==> src/rtl/lab3_serial_cla_adder_pkg.sv <==
// Shared types for the lab3 nibble-serial adder: FSM state encoding and slice width.
package lab3_pkg;

    localparam int NIBBLE_W = 4;

    typedef enum logic [1:0] {
        IDLE = 2'd0,
        RUN  = 2'd1,
        DONE = 2'd2
    } state_t;

endpackage

==> src/rtl/lab3_serial_cla_adder_if.sv <==
// Start/done handshake bundle between a controller (master) and the serial adder (slave).
interface lab3_serial_cla_adder_if #(
    parameter int NIBBLES = 4
);
    import lab3_pkg::*;

    localparam int W = NIBBLE_W * NIBBLES;

    logic         start;
    logic [W-1:0] X;
    logic [W-1:0] Y;
    logic         Cin;
    logic [W-1:0] Sum;
    logic         Cout;
    logic         V;
    logic         busy;
    logic         done;

    modport master (
        output start, X, Y, Cin,
        input  Sum, Cout, V, busy, done
    );

    modport slave (
        input  start, X, Y, Cin,
        output Sum, Cout, V, busy, done
    );

endinterface

==> src/rtl/lab3_serial_cla_adder_cla_nibble.sv <==
// Combinational 4-bit carry-lookahead slice; all carries flattened from C0 (no ripple).
module lab3_cla_nibble (
    input  logic [3:0] x,
    input  logic [3:0] y,
    input  logic       c0,
    output logic [3:0] s,
    output logic [4:1] c
);
    logic [3:0] p;
    logic [3:0] g;

    assign p = x ^ y;
    assign g = x & y;

    assign c[1] = g[0] | (p[0] & c0);
    assign c[2] = g[1] | (p[1] & g[0]) | (p[1] & p[0] & c0);
    assign c[3] = g[2] | (p[2] & g[1]) | (p[2] & p[1] & g[0])
                | (p[2] & p[1] & p[0] & c0);
    assign c[4] = g[3] | (p[3] & g[2]) | (p[3] & p[2] & g[1])
                | (p[3] & p[2] & p[1] & g[0]) | (p[3] & p[2] & p[1] & p[0] & c0);

    assign s = p ^ {c[3:1], c0};

endmodule

==> src/rtl/lab3_serial_cla_adder.sv <==
// Nibble-serial adder: one shared lookahead slice walks the operands LSB-first, carry held in a register.
module lab3_serial_cla_adder
    import lab3_pkg::*;
#(
    parameter int NIBBLES = 4
) (
    input  logic                    clk,
    input  logic                    rst_n,
    lab3_serial_cla_adder_if.slave  bus
);
    localparam int W    = NIBBLE_W * NIBBLES;
    localparam int IDXW = $clog2(NIBBLES);
    localparam logic [IDXW-1:0] LAST = IDXW'(NIBBLES - 1);

    state_t          state_q, state_d;
    logic [IDXW-1:0] idx_q;
    logic [W-1:0]    x_q, y_q, psum_q, psum_d;
    logic            c_q;

    logic [3:0]      x_nib, y_nib, s_nib;
    logic [4:1]      c_nib;
    logic            last;
    logic            unused_c;

    // Only one slice exists; the index selects which nibble feeds it this cycle.
    assign x_nib = x_q[{idx_q, 2'b00} +: NIBBLE_W];
    assign y_nib = y_q[{idx_q, 2'b00} +: NIBBLE_W];
    assign last  = (idx_q == LAST);

    lab3_cla_nibble u_slice (
        .x  (x_nib),
        .y  (y_nib),
        .c0 (c_q),
        .s  (s_nib),
        .c  (c_nib)
    );

    assign unused_c = ^c_nib[2:1];

    always_comb begin
        state_d = state_q;
        psum_d  = psum_q;
        psum_d[{idx_q, 2'b00} +: NIBBLE_W] = s_nib;
        case (state_q)
            IDLE:    if (bus.start) state_d = RUN;
            RUN:     if (last) state_d = DONE;
            DONE:    state_d = IDLE;
            default: state_d = IDLE;
        endcase
    end

    always_ff @(posedge clk) begin
        if (!rst_n) begin
            state_q  <= IDLE;
            idx_q    <= '0;
            x_q      <= '0;
            y_q      <= '0;
            c_q      <= 1'b0;
            psum_q   <= '0;
            bus.Sum  <= '0;
            bus.Cout <= 1'b0;
            bus.V    <= 1'b0;
        end else begin
            state_q <= state_d;
            case (state_q)
                IDLE: begin
                    if (bus.start) begin
                        x_q    <= bus.X;
                        y_q    <= bus.Y;
                        c_q    <= bus.Cin;
                        idx_q  <= '0;
                        psum_q <= '0;
                    end
                end
                RUN: begin
                    psum_q <= psum_d;
                    c_q    <= c_nib[4];
                    idx_q  <= idx_q + 1'b1;
                    // Outputs only move on completion, so they hold through the next RUN.
                    if (last) begin
                        bus.Sum  <= psum_d;
                        bus.Cout <= c_nib[4];
                        bus.V    <= c_nib[4] ^ c_nib[3];
                    end
                end
                default: ;
            endcase
        end
    end

    assign bus.busy = (state_q == RUN) || (state_q == DONE);
    assign bus.done = (state_q == DONE);

endmodule
==> src/flat_wrapper.sv <==
// flat-port wrapper written by rule: the top's interface ports become plain ports
module lab3_serial_cla_adder_flat import lab3_pkg::*;
#(
    parameter int NIBBLES = 4
)
  (clk, rst_n, bus_start, bus_X, bus_Y, bus_Cin, bus_Sum, bus_Cout, bus_V, bus_busy, bus_done);
  lab3_serial_cla_adder_if #(.NIBBLES(NIBBLES)) bus_i ();
  input  logic clk;
  input  logic rst_n;
  input wire logic [$bits(bus_i.start)-1:0] bus_start;
  input wire logic [$bits(bus_i.X)-1:0] bus_X;
  input wire logic [$bits(bus_i.Y)-1:0] bus_Y;
  input wire logic [$bits(bus_i.Cin)-1:0] bus_Cin;
  output wire logic [$bits(bus_i.Sum)-1:0] bus_Sum;
  output wire logic [$bits(bus_i.Cout)-1:0] bus_Cout;
  output wire logic [$bits(bus_i.V)-1:0] bus_V;
  output wire logic [$bits(bus_i.busy)-1:0] bus_busy;
  output wire logic [$bits(bus_i.done)-1:0] bus_done;
  assign bus_i.start = bus_start;
  assign bus_i.X = bus_X;
  assign bus_i.Y = bus_Y;
  assign bus_i.Cin = bus_Cin;
  assign bus_Sum = bus_i.Sum;
  assign bus_Cout = bus_i.Cout;
  assign bus_V = bus_i.V;
  assign bus_busy = bus_i.busy;
  assign bus_done = bus_i.done;
  lab3_serial_cla_adder #(.NIBBLES(NIBBLES)) u_core (.clk(clk), .rst_n(rst_n), .bus(bus_i));
endmodule
==> config.mk <==
export PLATFORM = sky130hd
export DESIGN_NAME = lab3_serial_cla_adder_flat
export DESIGN_NICKNAME = d
export VERILOG_FILES = /design/src/rtl/lab3_serial_cla_adder_pkg.sv /design/src/rtl/lab3_serial_cla_adder_if.sv /design/src/rtl/lab3_serial_cla_adder_cla_nibble.sv /design/src/rtl/lab3_serial_cla_adder.sv /design/src/flat_wrapper.sv
export SDC_FILE = /design/constraint.sdc
export NUM_CORES = 1
export LEC_CHECK = 0
export CELL_PAD_IN_SITES_DETAIL_PLACEMENT = 0
export CELL_PAD_IN_SITES_GLOBAL_PLACEMENT = 1
export CORE_MARGIN = 1.5
export CORE_UTILIZATION = 42
export CTS_BUF_LIST = sky130_fd_sc_hd__clkbuf_16
export CTS_CLUSTER_SIZE = 12
export DETAILED_ROUTE_END_ITERATION = 10
export HOLD_SLACK_MARGIN = 0.06
export PLACE_DENSITY = 0.81
export RECOVER_POWER = 100
export SETUP_SLACK_MARGIN = 0.1
export SYNTH_ARGS = -nofsm -noshare
export SYNTH_HDL_FRONTEND = slang
export SYNTH_HIERARCHICAL = 1
export SYNTH_SLANG_ARGS = --single-unit
==> constraint.sdc <==
create_clock -name clk -period 4.3 [get_ports clk]
set_clock_uncertainty 0.1 [all_clocks]
set_input_delay 0.86 -clock clk [delete_from_list [all_inputs] [get_ports clk]]
set_output_delay 0.86 -clock clk [all_outputs]
set_load 0.05 [all_outputs]
==> metrics.md, run 1 <==
| Metric | Value |
|---|---|
| Status | completed |
| CTS max path bufs | 2 |
| Tcrit/Tclk final | 74.5% |
| CTS tree | yes |
| Initial core utilization | 43.8% |
| Hold Crit Class | reg2reg |
| Setup Fix Bufs, Post-CTS | 0 |
| H-tree levels | 3 |
| Diodes inserted | 0 |
| Mapped Avg Cell Area | 8.72 sq um |
| Worst-path clk slew | 0.06 ns |
| CTS buffer count | 9 |
| Synth area leaders | dfxtp_1 44%, nand2_1 11%, a21oi_1 7.3% |
| Final GP Congestion | 0.853 |
| Sequential area share after synthesis | 44.3% |
| Share of cells above drive strength 1 | 6.94% |
| Setup TNS Final | 0 ns |
| Final hold violation count | 0 |
| Fin crit period | 3.20 ns |
| Pwr Density | 549 mW/mm^2 |
| Wirelength per Cell | 14.2 um |
| Synth top area share | 44.3% |
| Die Height | 90.4 um |
| Chip width | 90.4 um |
| Crit path DAT | 3.36 ns |
| Yosys cell types | 39 |
| Cells resized by post-CTS repair | 0 |
| Hold_ws | 0.352 ns |
| EDFF count, synth | 0 |
| Root buffer cell | clkbuf_16 |
| CORE AREA | 0.00733 sq mm |
| Multi-input combinational cell area | 0.00162 sq mm |
| Worst-Skew Late Latency | 0.33 ns |
| IO Pins | 56 |
| Leakage power | 1.56 nW |
| Netlist area before placement | 0.00321 sq mm |
| Fin. max-slew vios | 0 |
| Final Core Density | 55.6% |
| HPWL after DPL | 5160 um |
| Hold Buf Count CTS | 0 |
| RSZ-0062 raised after global routing | false |
| Asr flop ratio synth | 0% |
| Std cell rows | 31 |
| Most frequent cells in the layout | 90 x nand2_1, 71 x dfxtp_1, 47 x a21oi_1 |
| Tot GR Track Use | 18.8% |
| Worst-Margin Slew | 1.16 ns |
| Area Growth Syn to Fin | 27.1% |
| Vias/cell | 5.24 |
| Initial antenna violation count | 0 |
| Layout net count | 465 |
| CP required | 4.46 ns |
| Yosys warnings | 6 |
| Max_cap viols | 0 |
| Worst setup EP type | flip-flop |
| Crit Path Max Fanout | 11 |
| # fillers | 690 |
| First-pass GRT wire length | 12,300 um |
| Setup WS post-layout | 1.10 ns |
| Number of global-route vias before repair | 2,593 |
| Kind of critical path | reg2reg |
| Die area | 0.00817 sq mm |
| Cell count after synthesis | 368 |
| Achievable Freq | 312 MHz |
| Largest net degree at the start of global routing | 39 |
| Commonest non-fill, non-tap cell in the layout | nand2_1 |
| Top FF cell, synth | dfxtp_1 |
| Worst vdd ir | 0.211 mV |
| Clock Sinks | 71 |
| Via count | 2,710 |
| Drt pass-1 iters | 4 |
| Setup Viol. Count Final | 0 |
| 1st-iter DRT viols | 148 |
| Port buffer count | 55 |
| Relative slew margins | 22.6% |
| GRT overflow | 0 |
| Syn nets | 420 |
| Residual DRC count | 0 |
| Yosys top cell by area | dfxtp_1 |
| Wirelength, routed | 7330 um |
| Yosys reg bits | 71 |
| Antenna-violating nets left | 0 |
| Startpoint Class | flip-flop |
| Placement Setup Slack | 1.14 ns |
| Register area | 0.00142 sq mm |
[routing by layer]
metal | wire length [um] | track usage [%]
met4 | 163 | 9.26
met3 | 244 | 3.62
met5 | 0 | 0
met1 | 3350 | 23.3
met2 | 3570 | 31.1
[area by class of cell]
type | instances | share of cell area, %
clock buffer | 9 | 5.52
sequential | 71 | 34.9
inverter | 11 | 1.01
tap | 99 | 3.04
timing repair buffer | 58 | 14.0
clock inverter | 7 | 1.81
multi-input combinational | 262 | 39.8
[flip-flops by register name, indices dropped and copies added, names as in the netlist]
register         cells
u_core/bus.Sum      16
u_core/psum_q       16
u_core/x_q          16
u_core/y_q          16
u_core/idx_q         2
u_core/state_q       2
u_core/bus.Cout      1
u_core/bus.V         1
u_core/c_q           1
[power breakdown]
part / internal (mW) / total, mW / switching [mW]
sequential: 0.733 / 0.793 / 0.0604
clock: 0.450 / 0.733 / 0.283
combinational: 0.258 / 0.711 / 0.453
total: 1.44 / 2.24 / 0.796
[worst max-delay path, stage by stage (launching register included)]
cell	delay (ns)
dfxtp_1	0.69
mux4_2	0.63
ha_1	0.32
a211oi_1	0.31
o21ba_1	0.23
xnor2_1	0.31
nand4_1	0.32
o22ai_1	0.23
[synth_stat cells, types with 2 or more instances]
library cell  instances
nand3_1               5
a21oi_1              47
xor2_1                2
o21ai_1               8
nand2_1              90
buf_4                 5
o21ai_0              11
mux4_2                7
and2_1                2
nor2b_1               5
a32oi_1               5
dfxtp_1              71
buf_2                 8
clkbuf_1             10
a31oi_1               8
o22ai_1              16
nand2b_1              2
a22oi_1               4
xnor2_1               2
inv_1                10
nor2_1                7
nand4_1              12
ha_1                 15
[path summary, 6_finish.rpt]
path	slack (ns)	cells past startpoint	startpoint	to
worst max-delay path	1.10	7	u_core/idx_q[0]	u_core/psum_q[15]
worst min register to register	0.35	2	u_core/x_q[2]	u_core/x_q[2]
worst min-delay path	0.35	2	u_core/x_q[2]	u_core/x_q[2]
worst max register to register	1.10	7	u_core/idx_q[0]	u_core/psum_q[15]
[per-stage QoR]
step | instances | power [mW] | instance area, sq um
2_1_floorplan | 368 | 1.33 | 3210
3_3_place_gp | 501 | 1.52 | 3790
3_5_place_dp | 501 | 1.53 | 3790
4_1_cts | 517 | 2.27 | 4090
5_1_grt | 517 | 2.36 | 4080
6_report | 517 | 2.24 | 4080
[logic make-up after synthesis]
logic type,synth area share (%)
and+or+nand+nor,17.7
AOI/OAI and AO/OA,19.0
DFF,44.3
buffers and inverters,4.99
adders and majority gates,6.47
muxes,6.47
xor gates and xnor gates,1.09
(Power assumes the default switching activity.)
==> run 2: changes to the inputs <==
--- a/config.mk
+++ b/config.mk
@@ -8,12 +8,12 @@
 export CELL_PAD_IN_SITES_DETAIL_PLACEMENT = 0
 export CELL_PAD_IN_SITES_GLOBAL_PLACEMENT = 1
 export CORE_MARGIN = 1.5
-export CORE_UTILIZATION = 42
+export CORE_UTILIZATION = 39
 export CTS_BUF_LIST = sky130_fd_sc_hd__clkbuf_16
 export CTS_CLUSTER_SIZE = 12
 export DETAILED_ROUTE_END_ITERATION = 10
 export HOLD_SLACK_MARGIN = 0.06
-export PLACE_DENSITY = 0.81
+export PLACE_DENSITY = 0.76
 export RECOVER_POWER = 100
 export SETUP_SLACK_MARGIN = 0.1
 export SYNTH_ARGS = -nofsm -noshare
==> constraint.sdc (replaced) <==
create_clock -name clk -period 3 [get_ports clk]
set_clock_uncertainty 0.1 [all_clocks]
set_input_delay 0.6 -clock clk [delete_from_list [all_inputs] [get_ports clk]]
set_output_delay 0.6 -clock clk [all_outputs]
set_load 0.05 [all_outputs]
==> metrics.md, run 2 (same netlist as run 1, synthesis figures left out) <==
| Metric | Value |
|---|---|
| Status | completed |
| Worst-path clk slew | 0.06 ns |
| Tcrit/Tclk final | 90.6% |
| Antenna-violating nets left | 0 |
| Worst-Margin Slew | 1.29 ns |
| Wirelength, routed | 7580 um |
| Port buffer count | 55 |
| IO Pins | 56 |
| Startpoint Class | flip-flop |
| Initial core utilization | 40.9% |
| CTS tree | yes |
| Crit path DAT | 2.87 ns |
| Largest net degree at the start of global routing | 37 |
| Via count | 2,714 |
| Vias/cell | 5.14 |
| CP required | 3.15 ns |
| Final Core Density | 52.8% |
| Die Height | 93.7 um |
| Worst-Skew Late Latency | 0.33 ns |
| Layout net count | 473 |
| Fin. max-slew vios | 0 |
| Most frequent cells in the layout | 90 x nand2_1, 71 x dfxtp_1, 47 x a21oi_1 |
| Fin crit period | 2.72 ns |
| Relative slew margins | 14.2% |
| Critical Path End | u_core/psum_q[15] |
| Tot GR Track Use | 19.0% |
| Area Growth Syn to Fin | 29.1% |
| R2R setup slack | 0.28 ns |
| RSZ-0062 raised after global routing | false |
| Crit Path Max Fanout | 17 |
| First-pass GRT wire length | 12,900 um |
| WHS Path Cells | 2 |
| # fillers | 790 |
| Commonest non-fill, non-tap cell in the layout | nand2_1 |
| HPWL after DPL | 5300 um |
| Share of cells above drive strength 1 | 7.75% |
| Reg2reg path depth | 8 |
| Max_cap viols | 0 |
| CORE AREA | 0.00785 sq mm |
| Setup Viol. Count Final | 0 |
| 1st-iter DRT viols | 128 |
| Worst setup EP type | flip-flop |
| Clock Sinks | 71 |
| Hold Crit Class | reg2reg |
| Wirelength per Cell | 14.4 um |
| CTS buffer count | 9 |
| Number of global-route vias before repair | 2,779 |
| Chip width | 93.7 um |
| Pwr Density | 776 mW/mm^2 |
| Final GP Congestion | 0.822 |
| H-tree levels | 3 |
| Leakage power | 1.60 nW |
| Drt pass-1 iters | 4 |
| Setup Fix Bufs, Post-CTS | 0 |
| Std cell rows | 32 |
| CTS max path bufs | 2 |
| Kind of critical path | reg2reg |
| GRT overflow | 0 |
| Residual DRC count | 0 |
| Crit path launch | u_core/idx_q[0] |
| Setup TNS Final | 0 ns |
| Worst vdd ir | 0.335 mV |
| Worst reg2reg path startpoint | u_core/idx_q[0] |
| RR Endpoint | u_core/psum_q[15] |
| Final hold violation count | 0 |
| Achievable Freq | 368 MHz |
| Die area | 0.00878 sq mm |
| Diodes inserted | 0 |
| Root buffer cell | clkbuf_16 |
| Initial antenna violation count | 0 |
run 2: cell count changes in the layout (fill, tap and decap cells not counted), sizes merged:
cell,before,now
buf,2,7
clkbuf,10,13
clkinv,4,1
clkinvlp,0,2
inv,13,14
run 2: area by class of cell:
type,count,area (sq um),share of cell area [%]
inverters,11,41.3,0.997
repair buffers,66,631,15.2
flip-flops and latches,71,1420,34.3
clock inverters,7,65.1,1.57
well taps,102,128,3.08
clock buffers,9,225,5.44
multi-input cells,262,1630,39.4
run 2: timing repair:
action,CTS,global route
gates resized for setup,0,1
endpoints found under the setup margin,0,6
hold endpoints to repair,0,0
hold buffers,0,0
run 2: worst min path at each step:
| stage | start | to | slack (ns) |
|---|---|---|---|
| after floorplan | u_core/x_q[5] | u_core/x_q[5] | 0.33 |
| final | u_core/x_q[13] | u_core/x_q[13] | 0.35 |
| after global routing | u_core/y_q[14] | u_core/y_q[14] | 0.37 |
| after CTS | u_core/y_q[13] | u_core/y_q[13] | 0.35 |
| after global placement | u_core/y_q[15] | u_core/y_q[15] | 0.34 |
| after detailed placement | u_core/y_q[13] | u_core/y_q[13] | 0.35 |
run 2: routing by layer:
layer  wire length (um)  track usage, %
met5                  0               0
met4                137            8.58
met3                284            4.61
met2               3610            32.4
met1               3550            22.6
run 2: metrics by stage:
step                      instance area, sq um  setup slack, ns  hold slack, ns  power [mW]  std cells
after floorplan                           3210            0.327           0.332        1.91        368
after global placement                    3860            0.229           0.344        2.24        512
after detailed placement                  3860            0.154           0.346        2.24        512
after CTS                                 4150            0.151           0.353        3.28        528
after global routing                      4140           0.0947           0.365        3.42        528
final                                     4140            0.282           0.351        3.22        528
run 2: where the power goes:
part	internal (mW)	total (mW)	switching [mW]
Sequential	1.05	1.12	0.0708
Combinational	0.396	1.06	0.667
Clock	0.637	1.03	0.395
run 2: worst max-delay path, stage by stage (launching register included):
cell and delay, ns:
dfxtp_1 0.35, buf_12 0.17, mux4_2 0.55, ha_1 0.32, a211oi_2 0.25, o21ba_1 0.23
xnor2_2 0.18, nand4_1 0.27, o22ai_1 0.23
==> run 3: changes to the inputs <==
--- a/config.mk
+++ b/config.mk
@@ -12,6 +12,7 @@
 export CTS_BUF_LIST = sky130_fd_sc_hd__clkbuf_16
 export CTS_CLUSTER_SIZE = 12
 export DETAILED_ROUTE_END_ITERATION = 10
+export GPL_TIMING_DRIVEN = 0
 export HOLD_SLACK_MARGIN = 0.06
 export PLACE_DENSITY = 0.76
 export RECOVER_POWER = 100
==> constraint.sdc (replaced) <==
create_clock -name clk -period 3 [get_ports clk]
set_clock_uncertainty 0.1 [all_clocks]
set_input_delay 0.3 -clock clk [delete_from_list [all_inputs] [get_ports clk]]
set_output_delay 0.3 -clock clk [all_outputs]
set_load 0.05 [all_outputs]
==> metrics.md, run 3 (same netlist as run 1, synthesis figures left out) <==
| Metric | Value |
|---|---|
| Status | completed |
| Crit path launch | u_core/idx_q[0] |
| Initial core utilization | 40.9% |
| Initial antenna violation count | 0 |
| Crit-path cells | buf_12 -> mux4_2 -> ha_1 -> a211oi_2 -> nor2_1 -> xor2_2 -> clkbuf_1 -> a32oi_1 -> a21oi_1 |
| CTS tree | yes |
| Tcrit/Tclk final | 94.1% |
| R2R setup slack | 0.18 ns |
| Fin. max-slew vios | 0 |
| Worst reg2reg path startpoint | u_core/idx_q[0] |
| Wirelength, routed | 8350 um |
| Chip width | 93.7 um |
| Drt pass-1 iters | 4 |
| Setup Viol. Count Final | 0 |
| Tot GR Track Use | 20.6% |
| M1 WL | 3660 um |
| Max_cap viols | 0 |
| H-tree levels | 3 |
| WHS Path Cells | 2 |
| HP Start | u_core/x_q[1] |
| Achievable Freq | 354 MHz |
| Wirelength per Cell | 15.3 um |
| Startpoint Class | flip-flop |
| RR Endpoint | u_core/bus.Sum[14] |
| Share of cells above drive strength 1 | 10.4% |
| Via count | 2,908 |
| Port buffer count | 55 |
| Pwr Density | 762 mW/mm^2 |
| Max layer used | met4 |
| 1st-iter DRT viols | 138 |
| Most frequent cells in the layout | 90 x nand2_1, 70 x dfxtp_1, 47 x a21oi_1 |
| Area Growth Syn to Fin | 31.8% |
| GRT overflow | 0 |
| Kind of critical path | reg2reg |
| CTS buffer count | 9 |
| Layout net count | 490 |
| Antenna-violating nets left | 0 |
| RSZ-0062 raised after global routing | false |
| Worst-Skew Late Latency | 0.32 ns |
| Crit path DAT | 2.98 ns |
| Clock Sinks | 71 |
| Residual DRC count | 0 |
| Relative slew margins | 58.9% |
| Met2 wire length | 4050 um |
| CORE AREA | 0.00785 sq mm |
| IO Pins | 56 |
| First-pass GRT wire length | 13,800 um |
| Largest net degree at the start of global routing | 12 |
| Worst vdd ir | 0.364 mV |
| HPWL after DPL | 5960 um |
| Root buffer cell | clkbuf_16 |
| Crit Path Max Fanout | 10 |
| Fin crit period | 2.82 ns |
| Routed wl met3 | 478 um |
| Reg2reg path depth | 9 |
| Max incr delay on CP | 0.55 ns |
| CTS max path bufs | 2 |
| Die Height | 93.7 um |
| Worst-path clk slew | 0.06 ns |
| Commonest non-fill, non-tap cell in the layout | nand2_1 |
| Std cell rows | 32 |
| Worst-Margin Slew | 0.616 ns |
| CP required | 3.15 ns |
| Hold path endpoint | u_core/x_q[1] |
| Final hold violation count | 0 |
| Die area | 0.00878 sq mm |
| Hold Buf Count CTS | 0 |
| Design Power | 3.22 mW |
| Leakage power | 1.64 nW |
| Number of global-route vias before repair | 2,879 |
| Diodes inserted | 0 |
| Final Core Density | 53.9% |
| Hold Crit Class | reg2reg |
| Vias/cell | 5.34 |
| Worst setup EP type | flip-flop |
| Critical path's slowest cell | mux4_2 |
| Final GP Congestion | 0.830 |
-- run 3: changes by cell type in the layout (fill, tap and decap cells not counted), moves of 2 or more --
cell	delta
clkbuf_1	+8
buf_2	+7
clkinv_2	+2
xor2_1	-2
xor2_2	+2
-- run 3: per-stage QoR --
| stage | instance area, sq um | TNS, ns | setup slack, ns | std cells | hold slack, ns |
|---|---|---|---|---|---|
| floorplan | 3210 | 0 | 0.327 | 368 | 0.332 |
| global placement | 3890 | -3.51 | -0.326 | 525 | 0.341 |
| detailed placement | 3890 | -4.39 | -0.369 | 525 | 0.344 |
| CTS | 4190 | 0 | 0.104 | 542 | 0.352 |
| global route | 4230 | 0 | 0.123 | 545 | 0.369 |
| finish | 4230 | 0 | 0.177 | 545 | 0.349 |
-- run 3: layer usage --
metal  up-vias  GRT usage [%]
met3        14           6.07
met1      1366           23.5
met2        92           36.5
li1       1436              -
met4         0           6.72
met5         -              0
-- run 3: worst max-delay path by stage --
stage / cells past startpoint / endpoint / slack, ns
floorplan: 9 / u_core/bus.V / 0.33
global placement: 8 / u_core/psum_q[15] / -0.33
detailed placement: 8 / u_core/psum_q[10] / -0.37
CTS: 8 / u_core/psum_q[15] / 0.10
global route: 9 / u_core/bus.Sum[14] / 0.12
finish: 9 / u_core/bus.Sum[14] / 0.18
-- run 3: what timing repair did --
action,CTS,global route
pin swaps,3,2
setup endpoints to repair,26,9
resized for setup,7,6
setup buffers,1,3
-- run 3: cell type report --
class / count / area, sq um
Fill cell: 785 / 3620
Multi-Input combinational cell: 262 / 1670
Sequential cell: 71 / 1430
Timing Repair Buffer: 59 / 577
Clock buffer: 9 / 225
Buffer: 24 / 134
Tap cell: 102 / 128
Inverter: 11 / 41.3
Clock inverter: 7 / 32.5
-- run 3: worst max-delay path: cells and delay by family, from the launching register on --
kind | cells | cell delay (ns)
buffers and inverters | 2 | 0.43
XOR/XNOR | 1 | 0.20
AND/OR/NAND/NOR | 1 | 0.12
adder cells (fa/ha/maj) | 1 | 0.32
flip-flops | 1 | 0.39
multiplexers | 1 | 0.55
AO/OA/AOI/OAI | 3 | 0.63
-- run 3: where the power goes --
group	internal [mW]	switching (mW)	leakage [nW]
Clock	0.544	0.378	0.133
Sequential	1.05	0.0687	0.578
Combinational	0.449	0.731	0.932
